File: config.mk
export PLATFORM = sky130hd
export DESIGN_NAME = cp0_flat
export DESIGN_NICKNAME = d
export VERILOG_FILES = /design/src/rtl/cp0_pkg.sv /design/src/rtl/cp0_if.sv /design/src/rtl/cp0.sv /design/src/flat_wrapper.sv
export SDC_FILE = /design/constraint.sdc
export NUM_CORES = 1
export LEC_CHECK = 0
export BUFFER_PORTS_ARGS = -buffer_cell sky130_fd_sc_hd__buf_4
export CAP_MARGIN = 20
export CORE_MARGIN = 8
export CORE_UTILIZATION = 44
export CTS_CLUSTER_DIAMETER = 120
export DETAILED_ROUTE_END_ITERATION = 8
export PLACE_DENSITY = 0.76
export SYNTH_ARGS = -nofsm -noshare
export SYNTH_HDL_FRONTEND = slang
export SYNTH_SLANG_ARGS = --single-unit
export TNS_END_PERCENT = 10
File: constraint.sdc
create_clock -name clk -period 2.01 [get_ports clk]
set_clock_uncertainty 0.15 [all_clocks]
set_input_delay 0.3015 -clock clk [delete_from_list [all_inputs] [get_ports clk]]
set_output_delay 0.3015 -clock clk [all_outputs]
set_load 0.03 [all_outputs]
File: src/rtl/cp0_pkg.sv
// Shared CP0 constants: register indices, field positions, exception codes
// and helpers that pack the architectural SR/Cause words.
package cp0_pkg;

   localparam logic [4:0] REG_SR    = 5'd12;
   localparam logic [4:0] REG_CAUSE = 5'd13;
   localparam logic [4:0] REG_EPC   = 5'd14;
   localparam logic [4:0] REG_PRID  = 5'd15;

   localparam int SR_IE_BIT  = 0;
   localparam int SR_EXL_BIT = 1;
   localparam int IM_LO      = 10;
   localparam int IM_HI      = 15;

   localparam logic [4:0] EXC_INT     = 5'd0;
   localparam logic [4:0] EXC_ADEL    = 5'd4;
   localparam logic [4:0] EXC_ADES    = 5'd5;
   localparam logic [4:0] EXC_SYSCALL = 5'd8;
   localparam logic [4:0] EXC_RI      = 5'd10;
   localparam logic [4:0] EXC_OV      = 5'd12;

   function automatic logic [31:0] sr_word(input logic [5:0] im, input logic exl,
                                           input logic ie);
      return {16'b0, im, 8'b0, exl, ie};
   endfunction

   function automatic logic [31:0] cause_word(input logic bd, input logic [5:0] ip,
                                              input logic [4:0] exc_code);
      return {bd, 15'b0, ip, 3'b0, exc_code, 2'b00};
   endfunction

endpackage

File: src/rtl/cp0_if.sv
// M-stage <-> CP0 signal bundle. There is no handshake: every signal is
// sampled or produced each cycle; en and EXLClr are single-cycle strobes.
interface cp0_if;
   logic        en;
   logic [4:0]  CP0Add;
   logic [31:0] CP0In;
   logic [31:0] CP0Out;
   logic [31:0] VPC;
   logic        BDIn;
   logic [4:0]  ExcCodeIn;
   logic [5:0]  HWInt;
   logic        EXLClr;
   logic [31:0] EPCOut;
   logic        Req;

   modport master (output en, CP0Add, CP0In, VPC, BDIn, ExcCodeIn, HWInt, EXLClr,
                   input  CP0Out, EPCOut, Req);
   modport slave  (input  en, CP0Add, CP0In, VPC, BDIn, ExcCodeIn, HWInt, EXLClr,
                   output CP0Out, EPCOut, Req);
endinterface

File: src/rtl/cp0.sv
// Coprocessor-0 register block: SR/Cause/EPC/PRId, interrupt/exception
// arbitration into a single flush request, mfc0 reads, mtc0 writes, eret.
module cp0
   import cp0_pkg::*;
#(
   parameter logic [31:0] PRID = 32'h2023_0707
) (
   input logic   clk,
   input logic   reset,
   cp0_if.slave  bus
);

   logic [5:0]  im;
   logic        exl;
   logic        ie;
   logic        bd;
   logic [5:0]  ip;
   logic [4:0]  exc_code;
   logic [31:0] epc;

   logic int_req;
   logic exc_req;
   logic req;

   // Interrupts win over a concurrent exception; EXL masks both.
   assign int_req = (|(bus.HWInt & im)) & ie & ~exl;
   assign exc_req = (bus.ExcCodeIn != EXC_INT) & ~exl;
   assign req     = int_req | exc_req;

   assign bus.Req    = req;
   assign bus.EPCOut = epc;

   always_comb begin
      bus.CP0Out = 32'd0;
      case (bus.CP0Add)
         REG_SR:    bus.CP0Out = sr_word(im, exl, ie);
         REG_CAUSE: bus.CP0Out = cause_word(bd, ip, exc_code);
         REG_EPC:   bus.CP0Out = epc;
         REG_PRID:  bus.CP0Out = PRID;
         default:   bus.CP0Out = 32'd0;
      endcase
   end

   always_ff @(posedge clk) begin
      if (reset) begin
         im       <= '0;
         exl      <= 1'b0;
         ie       <= 1'b0;
         bd       <= 1'b0;
         ip       <= '0;
         exc_code <= '0;
         epc      <= '0;
      end else begin
         ip <= bus.HWInt;
         if (req) begin
            exl      <= 1'b1;
            bd       <= bus.BDIn;
            exc_code <= int_req ? EXC_INT : bus.ExcCodeIn;
            epc      <= (bus.BDIn ? bus.VPC - 32'd4 : bus.VPC) & ~32'd3;
         end else begin
            if (bus.en) begin
               case (bus.CP0Add)
                  REG_SR: begin
                     im  <= bus.CP0In[IM_HI:IM_LO];
                     exl <= bus.CP0In[SR_EXL_BIT];
                     ie  <= bus.CP0In[SR_IE_BIT];
                  end
                  REG_EPC: epc <= bus.CP0In & ~32'd3;
                  default: ;
               endcase
            end
            // eret clear overrides the EXL bit of a same-cycle SR write.
            if (bus.EXLClr) exl <= 1'b0;
         end
      end
   end

endmodule

File: src/flat_wrapper.sv
// flat-port wrapper written by rule: the top's interface ports become plain ports
module cp0_flat import cp0_pkg::*;
#(
   parameter logic [31:0] PRID = 32'h2023_0707
)
  (clk, reset, bus_en, bus_CP0Add, bus_CP0In, bus_VPC, bus_BDIn, bus_ExcCodeIn, bus_HWInt, bus_EXLClr, bus_CP0Out, bus_EPCOut, bus_Req);
  cp0_if bus_i ();
  input logic clk;
  input logic reset;
  input wire logic [$bits(bus_i.en)-1:0] bus_en;
  input wire logic [$bits(bus_i.CP0Add)-1:0] bus_CP0Add;
  input wire logic [$bits(bus_i.CP0In)-1:0] bus_CP0In;
  input wire logic [$bits(bus_i.VPC)-1:0] bus_VPC;
  input wire logic [$bits(bus_i.BDIn)-1:0] bus_BDIn;
  input wire logic [$bits(bus_i.ExcCodeIn)-1:0] bus_ExcCodeIn;
  input wire logic [$bits(bus_i.HWInt)-1:0] bus_HWInt;
  input wire logic [$bits(bus_i.EXLClr)-1:0] bus_EXLClr;
  output wire logic [$bits(bus_i.CP0Out)-1:0] bus_CP0Out;
  output wire logic [$bits(bus_i.EPCOut)-1:0] bus_EPCOut;
  output wire logic [$bits(bus_i.Req)-1:0] bus_Req;
  assign bus_i.en = bus_en;
  assign bus_i.CP0Add = bus_CP0Add;
  assign bus_i.CP0In = bus_CP0In;
  assign bus_i.VPC = bus_VPC;
  assign bus_i.BDIn = bus_BDIn;
  assign bus_i.ExcCodeIn = bus_ExcCodeIn;
  assign bus_i.HWInt = bus_HWInt;
  assign bus_i.EXLClr = bus_EXLClr;
  assign bus_CP0Out = bus_i.CP0Out;
  assign bus_EPCOut = bus_i.EPCOut;
  assign bus_Req = bus_i.Req;
  cp0 #(.PRID(PRID)) u_core (.clk(clk), .reset(reset), .bus(bus_i));
endmodule
==> qor.txt, run 1 <==
Hold Path Class: primary input to flop
Slew Limit Fails: 0
fmax: 495.4 MHz
Req. time, crit path: 1560 ps
CP Capture Type: output pin
Final Cycle Share: 100.4%
Synth Area in XOR/XNOR: 2.001%
Core Util, Final: 69.69%
warnings from Yosys: 0
Overall Global Routing Usage: 23.05%
Hold Crit Start: bus_HWInt[3]
max_slew headroom: 65.45%
Worst Setup SP: u_core.im[4]$_SDFFE_PP0P_
number of DRC markers in iteration 0: 278
std cell rows: 32
ANT cells: 0
Worst VDD drop: 0.3197 mV
Max Cap Viol: 0
final hold violation count: 0
H-tree lvl count: 2
CP Class: flop to output pin
pin count of the biggest net entering global routing: 39
Initial Util: 45.30%
Clock transition at path regs: 80 ps
Final min period: 2019 ps
hold depth: 2
Post-synth EDFFs: 0
antenna violations before repair: 0
Die X: 105.2 µm
die area: 11070 µm²
Detailed Place HPWL: 10850 µm
Leakage: 0.002322 µW
commonest non-fill, non-tap cell in the layout: buf_4
Residual DRC: 0
CTS tree: built
grt total ovfl: 0
commonest non-fill, non-tap cells in the layout: 214 x buf_4, 50 x dfxtp_1, 31 x nor2_1
type of origin of the critical path: flop
Synth Area in Simple Gates: 29.27%
Post-Synth Adder-Cell Area: 0.3574%
worst reg-to-reg path cell count: 8
first-pass GRT wire length: 21240 µm
Inserted Clock Buffers: 5
PortBufs: 145
Synth Register Bits: 50
die height: 105.2 µm
largest family of logic cells by synthesized area: simple AND/OR/NAND/NOR gates
vias: 4293
status: finished with violations
antenna viol nets, final: 0
mean post-synth cell area: 8.029 µm²
clk sinks: 50
asr flop ratio synth: 0%
setup TNS: -8.643 ps
Layout Nets: 704
crit path max fanout: 3
root buffer cell: clkbuf_8
area fraction in compound gates after synthesis: 26.84%
vias per cell: 5.954
Pwr Density: 488.4 nW/µm²
RSZ-0062 raised after global routing: yes
Netlist cell types: 50
area of the mapped netlist: 3501 µm²
placed inst area: 5196 µm²
measured slew at the worst slew-check pin: 505.2 ps
drt total wl: 13690 µm
dominant synthesized flop cell: dfxtp_1
FF-to-FF setup slack: 30 ps
Area growth syn-to-layout: 53.82%
Worst Path Arrival: 1570 ps
RePlAce Congestion: 0.9502
r2r startpoint: u_core.im[4]$_SDFFE_PP0P_
Clk Latency, worst-skew pair: 300 ps
Mapped Cells: 436
failing checks: negative setup slack
Core Area: 7727 µm²
share of cells above drive strength 1: 42.33%
Hold Crit Endpoint: u_core.ip[3]$_SDFF_PP0_
PnR worst setup slack: -8.643 ps
clk buf depth: 2
vias in the first global route: 4235
TritonRoute pass-1 iters: 5
finished layout cell area: 5385 µm²
Fillers: 619
WL/cell: 18.99 µm
Final Setup Violations: 1
I/O Pins: 150
RR Endpoint: u_core.bus.EPCOut[10]$_SDFFE_PP0P_
register area share after synthesis: 28.59%
multiplexer share of the synthesized area: 6.612%
flip-flops by register name, summed over array words and instances (netlist names):
register / flops
u_core.bus.EPCOut: 30
u_core.exl: 1
u_core.im: 6
u_core.ip: 6
u_core.ie: 1
u_core.bd: 1
u_core.exc_code: 5
repair_timing:
action,4_1_cts,5_1_grt
setup endpoints to repair,2,12
setup buffers,2,0
hold buffers,0,0
pin swaps,1,1
cloned,0,0
gates resized for setup,6,13
Yosys cell counts (2+ instances only):
| cell type | instances | area, µm² |
|---|---|---|
| a21boi_0 | 2 | 15.01 |
| inv_1 | 7 | 26.28 |
| nor2_1 | 37 | 138.9 |
| xnor2_1 | 3 | 26.28 |
| nor2b_1 | 8 | 50.05 |
| mux2i_1 | 22 | 220.2 |
| a2111oi_0 | 6 | 52.55 |
| and3_1 | 13 | 81.33 |
| o31a_1 | 17 | 148.9 |
| nor4bb_1 | 6 | 60.06 |
| a31o_2 | 2 | 17.52 |
| nand3_1 | 8 | 40.04 |
| a22oi_1 | 8 | 60.06 |
| nor4_1 | 9 | 56.30 |
| xor2_1 | 5 | 43.79 |
| o221a_2 | 2 | 22.52 |
| nor3_1 | 6 | 30.03 |
| o21ai_0 | 7 | 35.03 |
| and3b_1 | 2 | 17.52 |
| o41ai_1 | 15 | 131.4 |
| dfxtp_1 | 50 | 1001 |
| a21oi_1 | 15 | 75.07 |
| and4_1 | 14 | 122.6 |
| nand2_1 | 21 | 78.83 |
| nand4_1 | 13 | 81.33 |
| or4_1 | 11 | 82.58 |
| buf_4 | 3 | 22.52 |
| nor3b_1 | 2 | 15.01 |
| buf_2 | 2 | 10.01 |
| o31ai_1 | 14 | 105.1 |
| nand3b_1 | 2 | 15.01 |
| or3_1 | 9 | 56.30 |
| or3b_2 | 4 | 35.03 |
| a31oi_1 | 14 | 87.58 |
| clkbuf_1 | 41 | 153.9 |
| o21a_1 | 4 | 30.03 |
| a211oi_1 | 19 | 142.6 |
through the flow:
| step | setup slack, ps | hold slack, ps | instances | power [µW] |
|---|---|---|---|---|
| floorplan | -169.9 | 279.7 | 437 | 1582 |
| global placement | -471.3 | 311.9 | 711 | 2019 |
| detailed placement | -484.0 | 324.3 | 711 | 2036 |
| CTS | -20.88 | 74.56 | 721 | 2606 |
| global route | -61.57 | 88.65 | 721 | 2735 |
| finish | -8.643 | 73.68 | 721 | 2630 |
final cells by class:
cell class	count	area, µm²	share of cell area, %
Inverter	7	26.28	0.4879
Tap cell	102	127.6	2.370
Timing Repair Buffer	221	1720	31.95
Multi-Input combinational cell	333	2424	45.00
Clock inverter	2	13.76	0.2556
Sequential cell	50	1001	18.59
Clock buffer	6	72.57	1.348
cells by family after synthesis:
logic type,Yosys count
AOI/OAI and AO/OA,127
xor gates and xnor gates,8
adders and majority gates,1
DFF,50
buffers and inverters,54
muxes,23
other,1
and+or+nand+nor,172
critical path: stages, from the launching register on:
cell and delay (ps):
dfxtp_1 370, a22oi_1 90, buf_4 150, a311oi_4 320, nor2_2 100, inv_2 90, buf_6 130
per-layer routing:
layer	vias up	global-route usage [%]	share of wire, %
met5	-	0	0
met4	0	5.912	1.7
met3	25	4.238	7.4
met2	229	39.43	48
met1	1970	28.90	43
li1	2069	-	-
worst max-delay path by stage:
stage	endpoint	slack, ps
after floorplan	u_core.bus.EPCOut[31]$_SDFFE_PP0P_	-170
after global placement	u_core.bus.EPCOut[12]$_SDFFE_PP0P_	-470
after detailed placement	u_core.bus.EPCOut[12]$_SDFFE_PP0P_	-480
after CTS	bus_Req	-20
after global routing	bus_Req	-60
final	bus_Req	-9
report_power, final:
part / leakage (µW) / switching, µW / internal [µW]
registers: 0.000414 / 66.0 / 1060
clock network: 0.0000452 / 335 / 246
logic: 0.00186 / 499 / 419
total: 0.00232 / 900 / 1730
Note: power is estimated with default switching activity, not from simulation.
==> run 2: changes to the inputs <==
--- a/config.mk
+++ b/config.mk
@@ -5,13 +5,16 @@
 export SDC_FILE = /design/constraint.sdc
 export NUM_CORES = 1
 export LEC_CHECK = 0
-export BUFFER_PORTS_ARGS = -buffer_cell sky130_fd_sc_hd__buf_4
 export CAP_MARGIN = 20
+export CELL_PAD_IN_SITES_DETAIL_PLACEMENT = 0
+export CELL_PAD_IN_SITES_GLOBAL_PLACEMENT = 2
 export CORE_MARGIN = 8
-export CORE_UTILIZATION = 44
+export CORE_UTILIZATION = 31
 export CTS_CLUSTER_DIAMETER = 120
 export DETAILED_ROUTE_END_ITERATION = 8
-export PLACE_DENSITY = 0.76
+export DONT_BUFFER_PORTS = 1
+export PLACE_DENSITY = 0.73
+export SETUP_SLACK_MARGIN = 0.05
 export SYNTH_ARGS = -nofsm -noshare
 export SYNTH_HDL_FRONTEND = slang
 export SYNTH_SLANG_ARGS = --single-unit
==> run 2 against run 1 <==
Compared with the run above:
- the flow finishes with violations (negative hold slack)
- worst setup slack better by 87 ps
- critical path type unchanged
- largest power group unchanged
- final cell count down 11%
- hold slack got worse by 80 ps
- design area decreased by 15%
- fmax increased by 4.5%
- first-iteration DRC count decreased by 19%
- clock-buffer cell count rose by 1
- register-to-register slack improved by 60 ps
- die area up 35%
- sequential share of layout area increased by 3.3 points
==> qor.txt, run 2 (synthesis results as in run 1) <==
Inserted Clock Buffers: 5 (unchanged)
hold depth: 2 (unchanged)
Die X: 122.3 µm (was 105.2 µm)
total design power: 2655 µW (was 2630 µW)
vias in the first global route: 3663 (was 4235)
CP Class: flop to output pin (unchanged)
TritonRoute pass-1 iters: 7 (was 5)
hold_ws: -5.879 ps (was 73.68 ps)
antenna viol nets, final: 0 (unchanged)
CTS tree: built (unchanged)
measured slew at the worst slew-check pin: 568.2 ps (was 505.2 ps)
vias: 3785 (was 4293)
I/O Pins: 150 (unchanged)
failing checks: negative hold slack (was negative setup slack)
Hold Crit Endpoint: u_core.ie$_SDFFE_PP0P_ (was u_core.ip[3]$_SDFF_PP0_)
final hold violation count: 1 (was 0)
die area: 14950 µm² (was 11070 µm²)
Initial Util: 31.19% (was 45.30%)
first-pass GRT wire length: 21760 µm (was 21240 µm)
Core Util, Final: 40.89% (was 69.69%)
H-tree lvl count: 2 (unchanged)
Req. time, crit path: 1560 ps (about the same)
placed inst area: 4244 µm² (was 5196 µm²)
Hold Path Class: primary input to flop (unchanged)
Worst VDD drop: 0.3444 mV (was 0.3197 mV)
pin count of the biggest net entering global routing: 37 (was 39)
RePlAce Congestion: 0.8495 (was 0.9502)
PortBufs: 0 (was 145)
RSZ-0062 raised after global routing: yes (unchanged)
Clock transition at path regs: 70 ps (was 80 ps)
grt total ovfl: 0 (unchanged)
root buffer cell: clkbuf_16 (was clkbuf_8)
Max Cap Viol: 0 (unchanged)
number of DRC markers in iteration 0: 226 (was 278)
FF-to-FF setup slack: 90 ps (was 30 ps)
Leakage: 0.001747 µW (was 0.002322 µW)
r2r startpoint: u_core.im[2]$_SDFFE_PP0P_ (was u_core.im[4]$_SDFFE_PP0P_)
share of cells above drive strength 1: 25.40% (was 42.33%)
type of origin of the critical path: flop (unchanged)
vias per cell: 5.877 (was 5.954)
Slew Limit Fails: 0 (unchanged)
Overall Global Routing Usage: 18.79% (was 23.05%)
CP Capture Type: output pin (unchanged)
worst reg-to-reg path cell count: 6 (was 8)
std cell rows: 39 (was 32)
max_slew headroom: 61.14% (was 65.45%)
Hold Crit Start: bus_CP0In[0] (was bus_HWInt[3])
commonest non-fill, non-tap cell in the layout: buf_4 (unchanged)
crit path max fanout: 4 (was 3)
Clk Latency, worst-skew pair: 290 ps (was 300 ps)
Final min period: 1931 ps (was 2019 ps)
Area growth syn-to-layout: 31.09% (was 53.82%)
status: finished with violations (unchanged)
Layout Nets: 585 (was 704)
Core Area: 11220 µm² (was 7727 µm²)
Final Cycle Share: 96.09% (was 100.4%)
clk sinks: 50 (unchanged)
Detailed Place HPWL: 11020 µm (was 10850 µm)
max reg flops: 30 (unchanged)
Residual DRC: 0 (unchanged)
drt total wl: 14420 µm (was 13690 µm)
clk buf depth: 2 (unchanged)
die height: 122.3 µm (was 105.2 µm)
Final Setup Violations: 0 (was 1)
RR Endpoint: u_core.bus.EPCOut[14]$_SDFFE_PP0P_ (was u_core.bus.EPCOut[10]$_SDFFE_PP0P_)
WL/cell: 22.39 µm (was 18.99 µm)
total placed cells including tap cells: 620 (was 711)
Worst Path Arrival: 1480 ps (was 1570 ps)
finished layout cell area: 4589 µm² (was 5385 µm²)
antenna violations before repair: 1 (was 0)
post-route insts no fill: 644 (was 721)
Pwr Density: 578.5 nW/µm² (was 488.4 nW/µm²)
commonest non-fill, non-tap cells in the layout: 87 x buf_4, 47 x dfxtp_1, 31 x nor2_1 (was 214 x buf_4, 50 x dfxtp_1, 31 x nor2_1)
setup TNS: 0 ps (was -8.643 ps)
fmax: 517.7 MHz (was 495.4 MHz)
## run 2: cell types whose count changed in the layout (fill, tap and decap cells not counted), moves of 3 or more
cell | previous run | this run
buf_4 | 214 | 87
clkbuf_16 | 0 | 5
o41ai_1 | 9 | 15
dfxtp_2 | 0 | 3
dlygate4sd3_1 | 0 | 11
dfxtp_1 | 50 | 47
buf_6 | 3 | 0
clkbuf_8 | 5 | 1
o41ai_2 | 6 | 0
## run 2: worst max-delay path: stages, from the launching register on
cell and delay, ps:
dfxtp_2 350, a22oi_2 80, a311oi_4 430, nor2_2 80, inv_2 120, buf_12 130
## run 2: routing by layer
metal  vias to the layer above  share of wire (%)  GRT usage (%)
li1                       1834                  -              -
met1                      1814                 42          23.64
met2                       127                 47          30.65
met3                        10                9.5          5.980
met4                         0                1.1          4.494
met5                         -                  0              0
## run 2: power by group
group          total [µW]  internal, µW  switching [µW]
logic                 592           261             331
clock network         858           494             364
registers            1210          1070             139
total                2660          1820             834
## run 2: worst max-delay path by stage
stage	cells after the start	end	slack, ps	start
5_1_grt	5	bus_Req	-10	u_core.im[0]$_SDFFE_PP0P_
6_report	5	bus_Req	80	u_core.im[2]$_SDFFE_PP0P_
3_5_place_dp	5	u_core.bus.EPCOut[12]$_SDFFE_PP0P_	-420	bus_VPC[10]
4_1_cts	5	bus_Req	20	u_core.im[3]$_SDFFE_PP0P_
2_1_floorplan	6	u_core.bus.EPCOut[31]$_SDFFE_PP0P_	-170	bus_BDIn
3_3_place_gp	5	u_core.bus.EPCOut[12]$_SDFFE_PP0P_	-440	bus_VPC[10]
## run 2: what timing repair did
action | CTS | global route
resized for setup | 9 | 2
pin swaps | 1 | 3
endpoints found under the hold margin | 32 | 0
hold buffers | 11 | 0
endpoints found under the setup margin | 12 | 4
setup buffers | 2 | 1
## run 2: area by class of cell
cell class                      instances  area [µm²]
Fill cell                            1174        6634
Multi-Input combinational cell        333        2379
Sequential cell                        50        1005
Timing Repair Buffer                  102       850.8
Tap cell                              143       178.9
Clock buffer                            7       142.6
Inverter                                7       26.28
Clock inverter                          1       5.005
Antenna cell                            1       2.502
## run 2: metrics by stage
stage,setup WS [ps],hold WS (ps)
4_1_cts,17.12,0.1226
3_5_place_dp,-421.5,229.8
2_1_floorplan,-169.9,279.7
3_3_place_gp,-444.2,228.5
5_1_grt,-13.35,6.932
6_report,78.54,-5.879
